==> src/rtl/idx_rmw_pkg.sv <==
// Shared types and constants for the indexed read-modify-write sequencer.
package idx_rmw_pkg;

  localparam int unsigned XPT_W = 4;

  typedef enum logic [3:0] {
    IDLE, DISP, ADDR, R0, R1, R2, ALU, W0, W1, W2, DONE, ABORT
  } state_e;

  typedef enum logic [2:0] {
    ALU_ADD = 3'd0,
    ALU_INC = 3'd1,
    ALU_DEC = 3'd2,
    ALU_ROT = 3'd3,
    ALU_BIT = 3'd4,
    ALU_RES = 3'd5,
    ALU_SET = 3'd6
  } alu_op_e;

  localparam logic [7:0] OP_INC = 8'h34;
  localparam logic [7:0] OP_DEC = 8'h35;
  localparam logic [7:0] OP_CB  = 8'hCB;

  // CB group select (cb_op[7:6]) to ALU operation
  function automatic alu_op_e cb_alu_op(input logic [1:0] sel);
    case (sel)
      2'b00:   return ALU_ROT;
      2'b01:   return ALU_BIT;
      2'b10:   return ALU_RES;
      default: return ALU_SET;
    endcase
  endfunction

endpackage

==> src/rtl/idx_rmw_sequencer_if.sv <==
// Instruction/memory handshake and control strobes of the RMW sequencer.
interface idx_rmw_sequencer_if;
  import idx_rmw_pkg::*;

  logic              start;
  logic [7:0]        opcode;
  logic [7:0]        cb_op;
  logic              prefix_iy;
  logic              mem_wait;
  logic              busy;
  logic [XPT_W-1:0]  XPT;
  logic              dtex_we;
  logic              dt_we;
  logic              flags_we;
  logic              ad_alu;
  logic              idx_sel_iy;
  logic [2:0]        rd_ph;
  logic [2:0]        wr_ph;
  alu_op_e           alu_op;
  logic              done;
  logic              illegal;
  logic              abort;

  modport master (
    output start, opcode, cb_op, prefix_iy, mem_wait,
    input  busy, XPT, dtex_we, dt_we, flags_we, ad_alu, idx_sel_iy,
           rd_ph, wr_ph, alu_op, done, illegal, abort
  );

  modport slave (
    input  start, opcode, cb_op, prefix_iy, mem_wait,
    output busy, XPT, dtex_we, dt_we, flags_we, ad_alu, idx_sel_iy,
           rd_ph, wr_ph, alu_op, done, illegal, abort
  );
endinterface

==> src/rtl/idx_rmw_waitctr.sv <==
// Consecutive memory wait-cycle counter with timeout flag.
module idx_rmw_waitctr #(
  parameter int unsigned WAIT_MAX = 7
) (
  input  logic CLK,
  input  logic RESET,
  input  logic clr,
  input  logic inc,
  output logic timeout_c
);
  localparam int unsigned CW = 8;

  logic [CW-1:0] cnt;

  always_ff @(posedge CLK) begin
    if (RESET)                   cnt <= '0;
    else if (clr)                cnt <= '0;
    else if (inc && !timeout_c)  cnt <= cnt + CW'(1);
  end

  assign timeout_c = (cnt == CW'(WAIT_MAX));
endmodule

==> src/rtl/idx_rmw_sequencer.sv <==
// Indexed (IX/IY + displacement) read-modify-write instruction sequencer.
// Build option: IDX_RMW_CB_EN enables the 0xCB rotate/bit/res/set group.
module idx_rmw_sequencer
  import idx_rmw_pkg::*;
#(
  parameter int unsigned ADDR_CYCLES = 5,
  parameter int unsigned WAIT_MAX    = 7
) (
  input logic                CLK,
  input logic                RESET,
  idx_rmw_sequencer_if.slave bus
);
  localparam int unsigned ACW = 3;

  state_e           state, next_state;
  logic [ACW-1:0]   addr_cnt;
  alu_op_e          op_q, dec_op_c, alu_d;
  logic             legal_c, accept_c, in_wait_c, timeout_c;
  logic             unused_cb;
  logic             busy_d, dtex_d, ad_d, dt_d, fl_d, illegal_d, done_d, abort_d;
  logic [2:0]       rd_d, wr_d;
  logic [XPT_W-1:0] xpt_d;

  // opcode legality and operation select
  always_comb begin
    legal_c  = 1'b1;
    dec_op_c = ALU_ADD;
    case (bus.opcode)
      OP_INC:  dec_op_c = ALU_INC;
      OP_DEC:  dec_op_c = ALU_DEC;
`ifdef IDX_RMW_CB_EN
      OP_CB:   dec_op_c = cb_alu_op(bus.cb_op[7:6]);
`endif
      default: legal_c = 1'b0;
    endcase
  end

`ifdef IDX_RMW_CB_EN
  assign unused_cb = ^bus.cb_op[5:0];
`else
  assign unused_cb = ^bus.cb_op;
`endif

  assign accept_c  = (state == IDLE) && bus.start && legal_c;
  assign in_wait_c = (state == R1) || (state == W1);

  idx_rmw_waitctr #(.WAIT_MAX(WAIT_MAX)) u_waitctr (
    .CLK       (CLK),
    .RESET     (RESET),
    .clr       (!in_wait_c),
    .inc       (in_wait_c && bus.mem_wait),
    .timeout_c (timeout_c)
  );

  // next state and registered-output decode
  always_comb begin
    next_state = state;
    case (state)
      IDLE:    if (accept_c) next_state = DISP;
      DISP:    next_state = ADDR;
      ADDR:    if (addr_cnt == ACW'(ADDR_CYCLES - 1)) next_state = R0;
      R0:      next_state = R1;
      R1:      if (!bus.mem_wait) next_state = R2;
               else if (timeout_c) next_state = ABORT;
      R2:      next_state = ALU;
      ALU:     next_state = (op_q == ALU_BIT) ? DONE : W0;
      W0:      next_state = W1;
      W1:      if (!bus.mem_wait) next_state = W2;
               else if (timeout_c) next_state = ABORT;
      W2:      next_state = DONE;
      DONE:    next_state = IDLE;
      ABORT:   next_state = IDLE;
      default: next_state = IDLE;
    endcase

    busy_d    = (next_state != IDLE);
    dtex_d    = (next_state == DISP);
    ad_d      = (next_state == ADDR);
    rd_d      = {next_state == R2, next_state == R1, next_state == R0};
    wr_d      = {next_state == W2, next_state == W1, next_state == W0};
    fl_d      = (next_state == ALU);
    dt_d      = (next_state == R2) || ((next_state == ALU) && (op_q != ALU_BIT));
    alu_d     = (next_state == ALU) ? op_q : ALU_ADD;
    illegal_d = (state == IDLE) && bus.start && !legal_c;
    done_d    = (state == DONE);
    abort_d   = (state == ABORT);

    // phase count holds while a wait state repeats and saturates at all-ones
    if (next_state == IDLE)                       xpt_d = '0;
    else if (in_wait_c && (next_state == state))  xpt_d = bus.XPT;
    else if (bus.XPT == {XPT_W{1'b1}})            xpt_d = bus.XPT;
    else                                          xpt_d = bus.XPT + XPT_W'(1);
  end

  always_ff @(posedge CLK) begin
    if (RESET) begin
      state          <= IDLE;
      addr_cnt       <= '0;
      op_q           <= ALU_ADD;
      bus.idx_sel_iy <= 1'b0;
      bus.busy       <= 1'b0;
      bus.XPT        <= '0;
      bus.dtex_we    <= 1'b0;
      bus.ad_alu     <= 1'b0;
      bus.rd_ph      <= '0;
      bus.wr_ph      <= '0;
      bus.dt_we      <= 1'b0;
      bus.flags_we   <= 1'b0;
      bus.alu_op     <= ALU_ADD;
      bus.illegal    <= 1'b0;
      bus.done       <= 1'b0;
      bus.abort      <= 1'b0;
    end else begin
      state    <= next_state;
      addr_cnt <= (state == ADDR) ? addr_cnt + ACW'(1) : '0;
      if (accept_c) begin
        op_q           <= dec_op_c;
        bus.idx_sel_iy <= bus.prefix_iy;
      end
      bus.busy     <= busy_d;
      bus.XPT      <= xpt_d;
      bus.dtex_we  <= dtex_d;
      bus.ad_alu   <= ad_d;
      bus.rd_ph    <= rd_d;
      bus.wr_ph    <= wr_d;
      bus.dt_we    <= dt_d;
      bus.flags_we <= fl_d;
      bus.alu_op   <= alu_d;
      bus.illegal  <= illegal_d;
      bus.done     <= done_d;
      bus.abort    <= abort_d;
    end
  end
endmodule

==> src/flat_wrapper.sv <==
// flat-port wrapper written by rule: the top's interface ports become plain ports
module idx_rmw_sequencer_flat import idx_rmw_pkg::*;
#(
  parameter int unsigned ADDR_CYCLES = 5,
  parameter int unsigned WAIT_MAX    = 7
)
  (CLK, RESET, bus_start, bus_opcode, bus_cb_op, bus_prefix_iy, bus_mem_wait, bus_busy, bus_XPT, bus_dtex_we, bus_dt_we, bus_flags_we, bus_ad_alu, bus_idx_sel_iy, bus_rd_ph, bus_wr_ph, bus_alu_op, bus_done, bus_illegal, bus_abort);
  idx_rmw_sequencer_if bus_i ();
  input logic CLK;
  input logic RESET;
  input wire logic [$bits(bus_i.start)-1:0] bus_start;
  input wire logic [$bits(bus_i.opcode)-1:0] bus_opcode;
  input wire logic [$bits(bus_i.cb_op)-1:0] bus_cb_op;
  input wire logic [$bits(bus_i.prefix_iy)-1:0] bus_prefix_iy;
  input wire logic [$bits(bus_i.mem_wait)-1:0] bus_mem_wait;
  output wire logic [$bits(bus_i.busy)-1:0] bus_busy;
  output wire logic [$bits(bus_i.XPT)-1:0] bus_XPT;
  output wire logic [$bits(bus_i.dtex_we)-1:0] bus_dtex_we;
  output wire logic [$bits(bus_i.dt_we)-1:0] bus_dt_we;
  output wire logic [$bits(bus_i.flags_we)-1:0] bus_flags_we;
  output wire logic [$bits(bus_i.ad_alu)-1:0] bus_ad_alu;
  output wire logic [$bits(bus_i.idx_sel_iy)-1:0] bus_idx_sel_iy;
  output wire logic [$bits(bus_i.rd_ph)-1:0] bus_rd_ph;
  output wire logic [$bits(bus_i.wr_ph)-1:0] bus_wr_ph;
  output wire logic [$bits(bus_i.alu_op)-1:0] bus_alu_op;
  output wire logic [$bits(bus_i.done)-1:0] bus_done;
  output wire logic [$bits(bus_i.illegal)-1:0] bus_illegal;
  output wire logic [$bits(bus_i.abort)-1:0] bus_abort;
  assign bus_i.start = bus_start;
  assign bus_i.opcode = bus_opcode;
  assign bus_i.cb_op = bus_cb_op;
  assign bus_i.prefix_iy = bus_prefix_iy;
  assign bus_i.mem_wait = bus_mem_wait;
  assign bus_busy = bus_i.busy;
  assign bus_XPT = bus_i.XPT;
  assign bus_dtex_we = bus_i.dtex_we;
  assign bus_dt_we = bus_i.dt_we;
  assign bus_flags_we = bus_i.flags_we;
  assign bus_ad_alu = bus_i.ad_alu;
  assign bus_idx_sel_iy = bus_i.idx_sel_iy;
  assign bus_rd_ph = bus_i.rd_ph;
  assign bus_wr_ph = bus_i.wr_ph;
  assign bus_alu_op = bus_i.alu_op;
  assign bus_done = bus_i.done;
  assign bus_illegal = bus_i.illegal;
  assign bus_abort = bus_i.abort;
  idx_rmw_sequencer #(.ADDR_CYCLES(ADDR_CYCLES), .WAIT_MAX(WAIT_MAX)) u_core (.CLK(CLK), .RESET(RESET), .bus(bus_i));
endmodule
==> config.mk <==
export PLATFORM = sky130hd
export DESIGN_NAME = idx_rmw_sequencer_flat
export DESIGN_NICKNAME = d
export VERILOG_FILES = /design/src/rtl/idx_rmw_pkg.sv /design/src/rtl/idx_rmw_sequencer_if.sv /design/src/rtl/idx_rmw_waitctr.sv /design/src/rtl/idx_rmw_sequencer.sv /design/src/flat_wrapper.sv
export SDC_FILE = /design/constraint.sdc
export NUM_CORES = 1
export LEC_CHECK = 0
export BUFFER_PORTS_ARGS = -buffer_cell sky130_fd_sc_hd__buf_2
export CAP_MARGIN = 20
export CORE_ASPECT_RATIO = 0.6
export CORE_UTILIZATION = 25
export DETAILED_ROUTE_END_ITERATION = 10
export PLACE_DENSITY_LB_ADDON = 0.12
export RECOVER_POWER = 25
export SETUP_SLACK_MARGIN = 0.15
export SYNTH_ARGS = -nofsm -noshare
export SYNTH_HDL_FRONTEND = slang
export SYNTH_HIERARCHICAL = 1
export SYNTH_SLANG_ARGS = --single-unit
==> constraint.sdc <==
create_clock -name CLK -period 2.2 [get_ports CLK]
set_input_delay 0.33 -clock CLK [delete_from_list [all_inputs] [get_ports CLK]]
set_output_delay 0.33 -clock CLK [all_outputs]
set_load 0.01 [all_outputs]
# Yosys cells after proc, flatten, opt, wreduce, memory -nomap -nowiden
# Cells that the tools add are included.
dict set report op_classes {
  addsub 3
  eq_ne 28
  mux 9
  bitwise 5
  reduce_logical 20
}
# op count
set ops {}
lappend ops {{$pmux 4 s10} 1}
lappend ops {{$eq 4x3->1 const B} 8}
lappend ops {{$eq 4x4->1 const B} 7}
lappend ops {{$mux 4} 6}
lappend ops {{$eq 4x2->1 const B} 4}
lappend ops {{$eq 8x6->1 const B} 2}
lappend ops {{$reduce_or 2->1} 5}
lappend ops {{$add 8x1->8 const B} 1}
lappend ops {{$eq 4x1->1 const B} 2}
lappend ops {{$eq 8x3->1 const B} 1}
lappend ops {{$logic_not 4->1} 2}
lappend ops {{$logic_and 1x1->1} 7}
lappend ops {{$eq 3x3->1 const B} 2}
lappend ops {{$not 1->1} 5}
lappend ops {{$add 4x1->4 const B} 1}
lappend ops {{$eq 4x4->1} 1}
lappend ops {{$pmux 2 s2} 1}
lappend ops {{$reduce_bool 4->1} 1}
lappend ops {{$add 3x1->3 const B} 1}
lappend ops {{$ne 3x3->1 const B} 1}
lappend ops {{$logic_not 1->1} 2}
lappend ops {{$logic_or 1x1->1} 2}
lappend ops {{$reduce_and 2->1} 1}
lappend ops {{$mux 1} 1}
dict set report word_totals {
  ff_bits 40
  in_bits 21
  output_inout_bits 22
  elab_cells 82
}

# Depth between registers and ports, before layout
dict set report depth {
  word_depth 10
  depth_mapped 7
}

# Hierarchy
# Netlist, hierarchy kept.
# mod instances cells_per_inst area_each_um2 seq_area_each_um2
set modules_own_cells {}
lappend modules_own_cells {idx_rmw_sequencer 1 129 1285.0 600.6}
lappend modules_own_cells {idx_rmw_waitctr 1 46 417.9 160.2}

# Worst setup path before layout
# OpenSTA, ideal clock, no wires.
dict set report synth_timing {
  path_kind {reg-to-reg}
  from {register u_core.u_waitctr.cnt[0]}
  to {register u_core.bus.dtex_we}
  setup_ns 0.126
  arrival_time_ns 1.941
  path_slack_ns 0.133
  path_stages_with_launch 8
  n_path_buf 1
  period_less_slack_ns 2.067
  cell_sequence {dfxtp_1 ha_1 nand2_1 nor4_1 o211ai_1 a221o_1 buf_2 nor3b_2}
}
dict set report synth_via {
  elab_chain_cells 5
}
# item line_no
set synth_rtl {}
lappend synth_rtl {{start: declaration} idx_rmw_waitctr.sv:13} ;# logic [CW-1:0] cnt;
lappend synth_rtl {{start signal: assignment} idx_rmw_waitctr.sv:18} ;# else if (inc && !timeout_c) cnt <= cnt + CW'(1);
lappend synth_rtl {{$eq 8x3->1 (*)} idx_rmw_waitctr.sv:21} ;# assign timeout_c = (cnt == CW'(WAIT_MAX));
lappend synth_rtl {{via u_core.timeout_c} idx_rmw_sequencer.sv:18} ;# logic legal_c, accept_c, in_wait_c, timeout_c;
lappend synth_rtl {{$mux 4 (*)} {idx_rmw_sequencer.sv:64, idx_rmw_sequencer.sv:69}}
lappend synth_rtl {{$mux 4, on equally long branches} {idx_rmw_sequencer.sv:68, idx_rmw_sequencer.sv:63}}
lappend synth_rtl {{$pmux 4 s10 (*)} idx_rmw_sequencer.sv:58} ;# case (state)
lappend synth_rtl {{$eq 4x1->1 (*)} idx_rmw_sequencer.sv:77} ;# dtex_d = (next_state == DISP);
lappend synth_rtl {{end signal: assignment} idx_rmw_sequencer.sv:122} ;# bus.dtex_we <= dtex_d;
lappend synth_rtl {{end: declaration} idx_rmw_sequencer_if.sv:32} ;# output busy, XPT, dtex_we, dt_we, flags_we, ad_alu, idx_sel_iy,
# The timed path passes the listed nets; every way through them passes the cells marked *.
# A chain may end at the register's enable or synchronous reset.

# Worst setup path after layout
dict set report layout_timing {
  from {register u_core.u_waitctr.cnt[1]}
  to {register u_core/bus.wr_ph[1] (netlist bit)}
}
dict set report layout_via {
  elab_chain_cells 5
}
# item line_no
set layout_rtl {}
lappend layout_rtl {{$eq 8x3->1 (*)} idx_rmw_waitctr.sv:21}
lappend layout_rtl {{via u_core.timeout_c} idx_rmw_sequencer.sv:18}
lappend layout_rtl {{$mux 4 (*)} {idx_rmw_sequencer.sv:64, idx_rmw_sequencer.sv:69}}
lappend layout_rtl {{$mux 4, on equally long branches} {idx_rmw_sequencer.sv:68, idx_rmw_sequencer.sv:63}}
lappend layout_rtl {{$pmux 4 s10 (*)} idx_rmw_sequencer.sv:58}
lappend layout_rtl {{$eq 4x4->1 (*)} idx_rmw_sequencer.sv:80} ;# wr_d = {next_state == W2, next_state == W1, next_state == W0};
lappend layout_rtl {{end signal: assignment} idx_rmw_sequencer.sv:125} ;# bus.wr_ph <= wr_d;
lappend layout_rtl {{end: declaration} idx_rmw_sequencer_if.sv:33} ;# rd_ph, wr_ph, alu_op, done, illegal, abort
# Marked as above.

==> results.toml <==
[power]
power_mw = 1.43
ir_worst_vdd_v = 0.000244
comb_power_share_pct = 2.2
p_int_mw = 1.15
clockPowerShare_pct = 49.4
p_seq_share_pct = 48.4
leakage_nw = 0.868
sw_frac_of_total_pct = 19.2
switchingPower_uw = 274
p_per_area_mw_per_mm2 = 656

[critical_path]
rrSetupSlack_ps = 290
cp.arrival_ps = 2130
worstReg2RegEnd = "u_core/bus.wr_ph[1]"
rr_worst_depth = 8
cp-endpoint = "u_core/bus.wr_ph[1]"
cp-startpoint = "u_core/u_waitctr/cnt[1]"
critPathKind = "reg -> reg"
endpoint_kind = "flop"
critPathLaunchType = "flop"
reg2reg_from = "u_core/u_waitctr/cnt[1]"
worstPathMaxFanout = 3
critical_path_required_ps = 2420

[sta]
setup_violations = 0
max_freq_mhz = 523
tightest_slew_ps = 499
finalHoldViolCount = 0
rsz0062_at_grt = "false"
fin_crit_sh_pct = 86.9
finalClockSkew_ps = 3.41
slew_viol_final = 0
slew_headroom_pct = 66.6
timing.setup.tns_ps = 0
min_period_ps = 1910

[synthesis]
ys_top_cells_by_count = "38 x dfxtp_1, 15 x nor2_1, 9 x a21oi_1, 9 x inv_1, 9 x nand2_1"
yosysUniqueCellTypes = 51
yosysSeqAreaShare_pct = 44.7
synth_most_common_cell = "dfxtp_1"
synth_flop_cell = "dfxtp_1"
synthCells = 175
yosys_warnings = 6
async_flop_share_pct = 0
synth_area_per_cell_um2 = 9.73
synth_area_mm2 = 0.00170
synth_area_leaders = "dfxtp_1 45%, ha_1 3.7%, nor2_1 3.3%, mux2i_1 2.9%, a21oi_1 2.6%"
synth_edf_count = 0
synth_top_area_cell = "dfxtp_1"
ys_seq_elements = 38
synth.net_count = 201
synth_top_cell_area_share_pct = 44.7

[floorplanning]
fp.dieW_um = 109
start_util_pct = 26.9
fp.dieArea_mm2 = 0.00716
io_pins = 43
core_area_mm2 = 0.00633
die_y_um = 65.9
num_rows = 22

[grt]
grt_pass1_wl_mm = 6.11
first_global_vias = 1297
grt_max_degree = 16
antenna_found_initial = 0
grtUsageTotal_pct = 11.4
gr-total-overflow = 0

[clocking]
tritoncts = "yes"
cts.clk_slew.worst_paths_ps = 50
h-tree-depth = 2
numClockSinks = 38
cts.hold.buffers_added = 0
clock_latency_ps = 280
cts_buffer_depth = 2
cts_buffers = 5
cts-root-buf = "clkbuf_16"

[drt]
dr.first_iter.drc_count = 73
dr_wl_met3_um = 251
vias = 1367
vias_per_cell = 4.51
wl_met2_mm = 1.31
wirelength_mm = 3.64
drc = 0
highest_layer = "met4"
met1_length_mm = 2.04
dr.pass1.iters = 4
wire_per_inst_um = 12.0
ant_nets = 0

[final_layout]
area_growth_pct = 27.6
filler_cell_count = 670
drive_gt1_share_pct = 26.0
final_cell_count_no_fill = 303
antenna_cells = 0
fin_nets = 244

[status]
status = "complete, no violations"

[run]
drv_cap = 0

[placement]
place_hpwl_mm = 2.68
gp_congestion = 0.730
placedCellCount = 295
port_buffers = 33

[worst_hold_path]
hold_depth = 3
min_path_type = "in -> reg"
## flip-flops by register name, summed over array words and instances, names as in the netlist, 2 cells and up
name	count
u_core/addr_cnt	3
u_core/bus.rd_ph	3
u_core/op_q	2
u_core/bus.XPT	4
u_core/bus.wr_ph	3
u_core/u_waitctr/cnt	8
u_core/state	4
u_core/bus.alu_op	2
## cell families after synthesis
family                     count (synthesis)  synth area share [%]
AOI/OAI and AO/OA                         30                  13.4
muxes                                      5                  2.94
buffers and inverters                     18                  4.92
adders and majority gates                  5                  3.67
other                                      1                 0.220
DFF                                       38                  44.7
and+or+nand+nor                           74                  28.1
xor gates and xnor gates                   4                  2.06
## placed cells by master, fill, tap and decap left out, types with 5 or more instances in the layout
| cell | count |
|---|---|
| inv_1 | 9 |
| clkbuf_1 | 14 |
| nor2_1 | 15 |
| o21ai_0 | 5 |
| buf_4 | 11 |
| dfxtp_1 | 38 |
| nand2_1 | 9 |
| a21oi_1 | 9 |
| nor3_1 | 8 |
| mux2i_1 | 5 |
| buf_2 | 21 |
| clkbuf_16 | 5 |
## worst max-delay path, stage by stage, from the launching register on
cell      delay [ps]
dfxtp_1          340
ha_2             210
nand2_1          130
nor4_4           260
buf_4            160
and2_1           160
nand4b_1         130
a31oi_2          260
and3_1           200
## how the worst min path moves through the flow
stage | from | end
final | bus_prefix_iy | u_core/bus.idx_sel_iy
after global routing | bus_prefix_iy | u_core/bus.idx_sel_iy
after CTS | bus_prefix_iy | u_core/bus.idx_sel_iy
after detailed placement | u_core/op_q[1] | u_core/bus.alu_op[1]
after global placement | u_core/addr_cnt[0] | u_core/addr_cnt[0]
after floorplan | u_core/op_q[1] | u_core/bus.alu_op[1]
## metrics by stage
| step | util [%] | cell area (um2) | hold WS, ps | setup slack [ps] |
|---|---|---|---|---|
| 2_1_floorplan | - | 1710 | 415 | 249 |
| 3_3_place_gp | 31.9 | 2020 | 432 | 222 |
| 3_5_place_dp | 31.9 | 2020 | 435 | 236 |
| 4_1_cts | 34.2 | 2170 | 290 | 211 |
| 5_1_grt | 34.3 | 2170 | 335 | 173 |
| 6_report | 34.3 | 2170 | 294 | 287 |
## per-layer routing
layer  global-route usage, %  vias to the layer above
met3                    3.55                        5
met4                    5.57                        0
li1                        -                      707
met1                    16.5                      611
met5                       0                        -
met2                    14.9                       44
## power by group through the flow
stage | clock (mW) | sequential [mW] | combinational (mW)
global placement | 0 | 0.705 | 0.0321
finish | 0.704 | 0.690 | 0.0317
detailed placement | 0 | 0.705 | 0.0319
floorplan | 0 | 0.706 | 0.0150
global route | 0.766 | 0.690 | 0.0355
CTS | 0.733 | 0.690 | 0.0323
## repair_timing
| item | 4_1_cts | 5_1_grt |
|---|---|---|
| resized for setup | 0 | 4 |
| buffers inserted | 0 | 0 |
| endpoints found under the setup margin | 0 | 8 |
## area by class of cell
| type | count | area, um2 | share of cell area, % |
|---|---|---|---|
| multi-input combinational | 119 | 890 | 40.9 |
| sequential | 38 | 761 | 35.0 |
| timing repair buffer | 45 | 236 | 10.9 |
| clock buffer | 7 | 143 | 6.56 |
| tap | 84 | 105 | 4.84 |
| inverter | 9 | 33.8 | 1.55 |
| clock inverter | 1 | 5.00 | 0.230 |
Power figures use the tool's default switching activity.
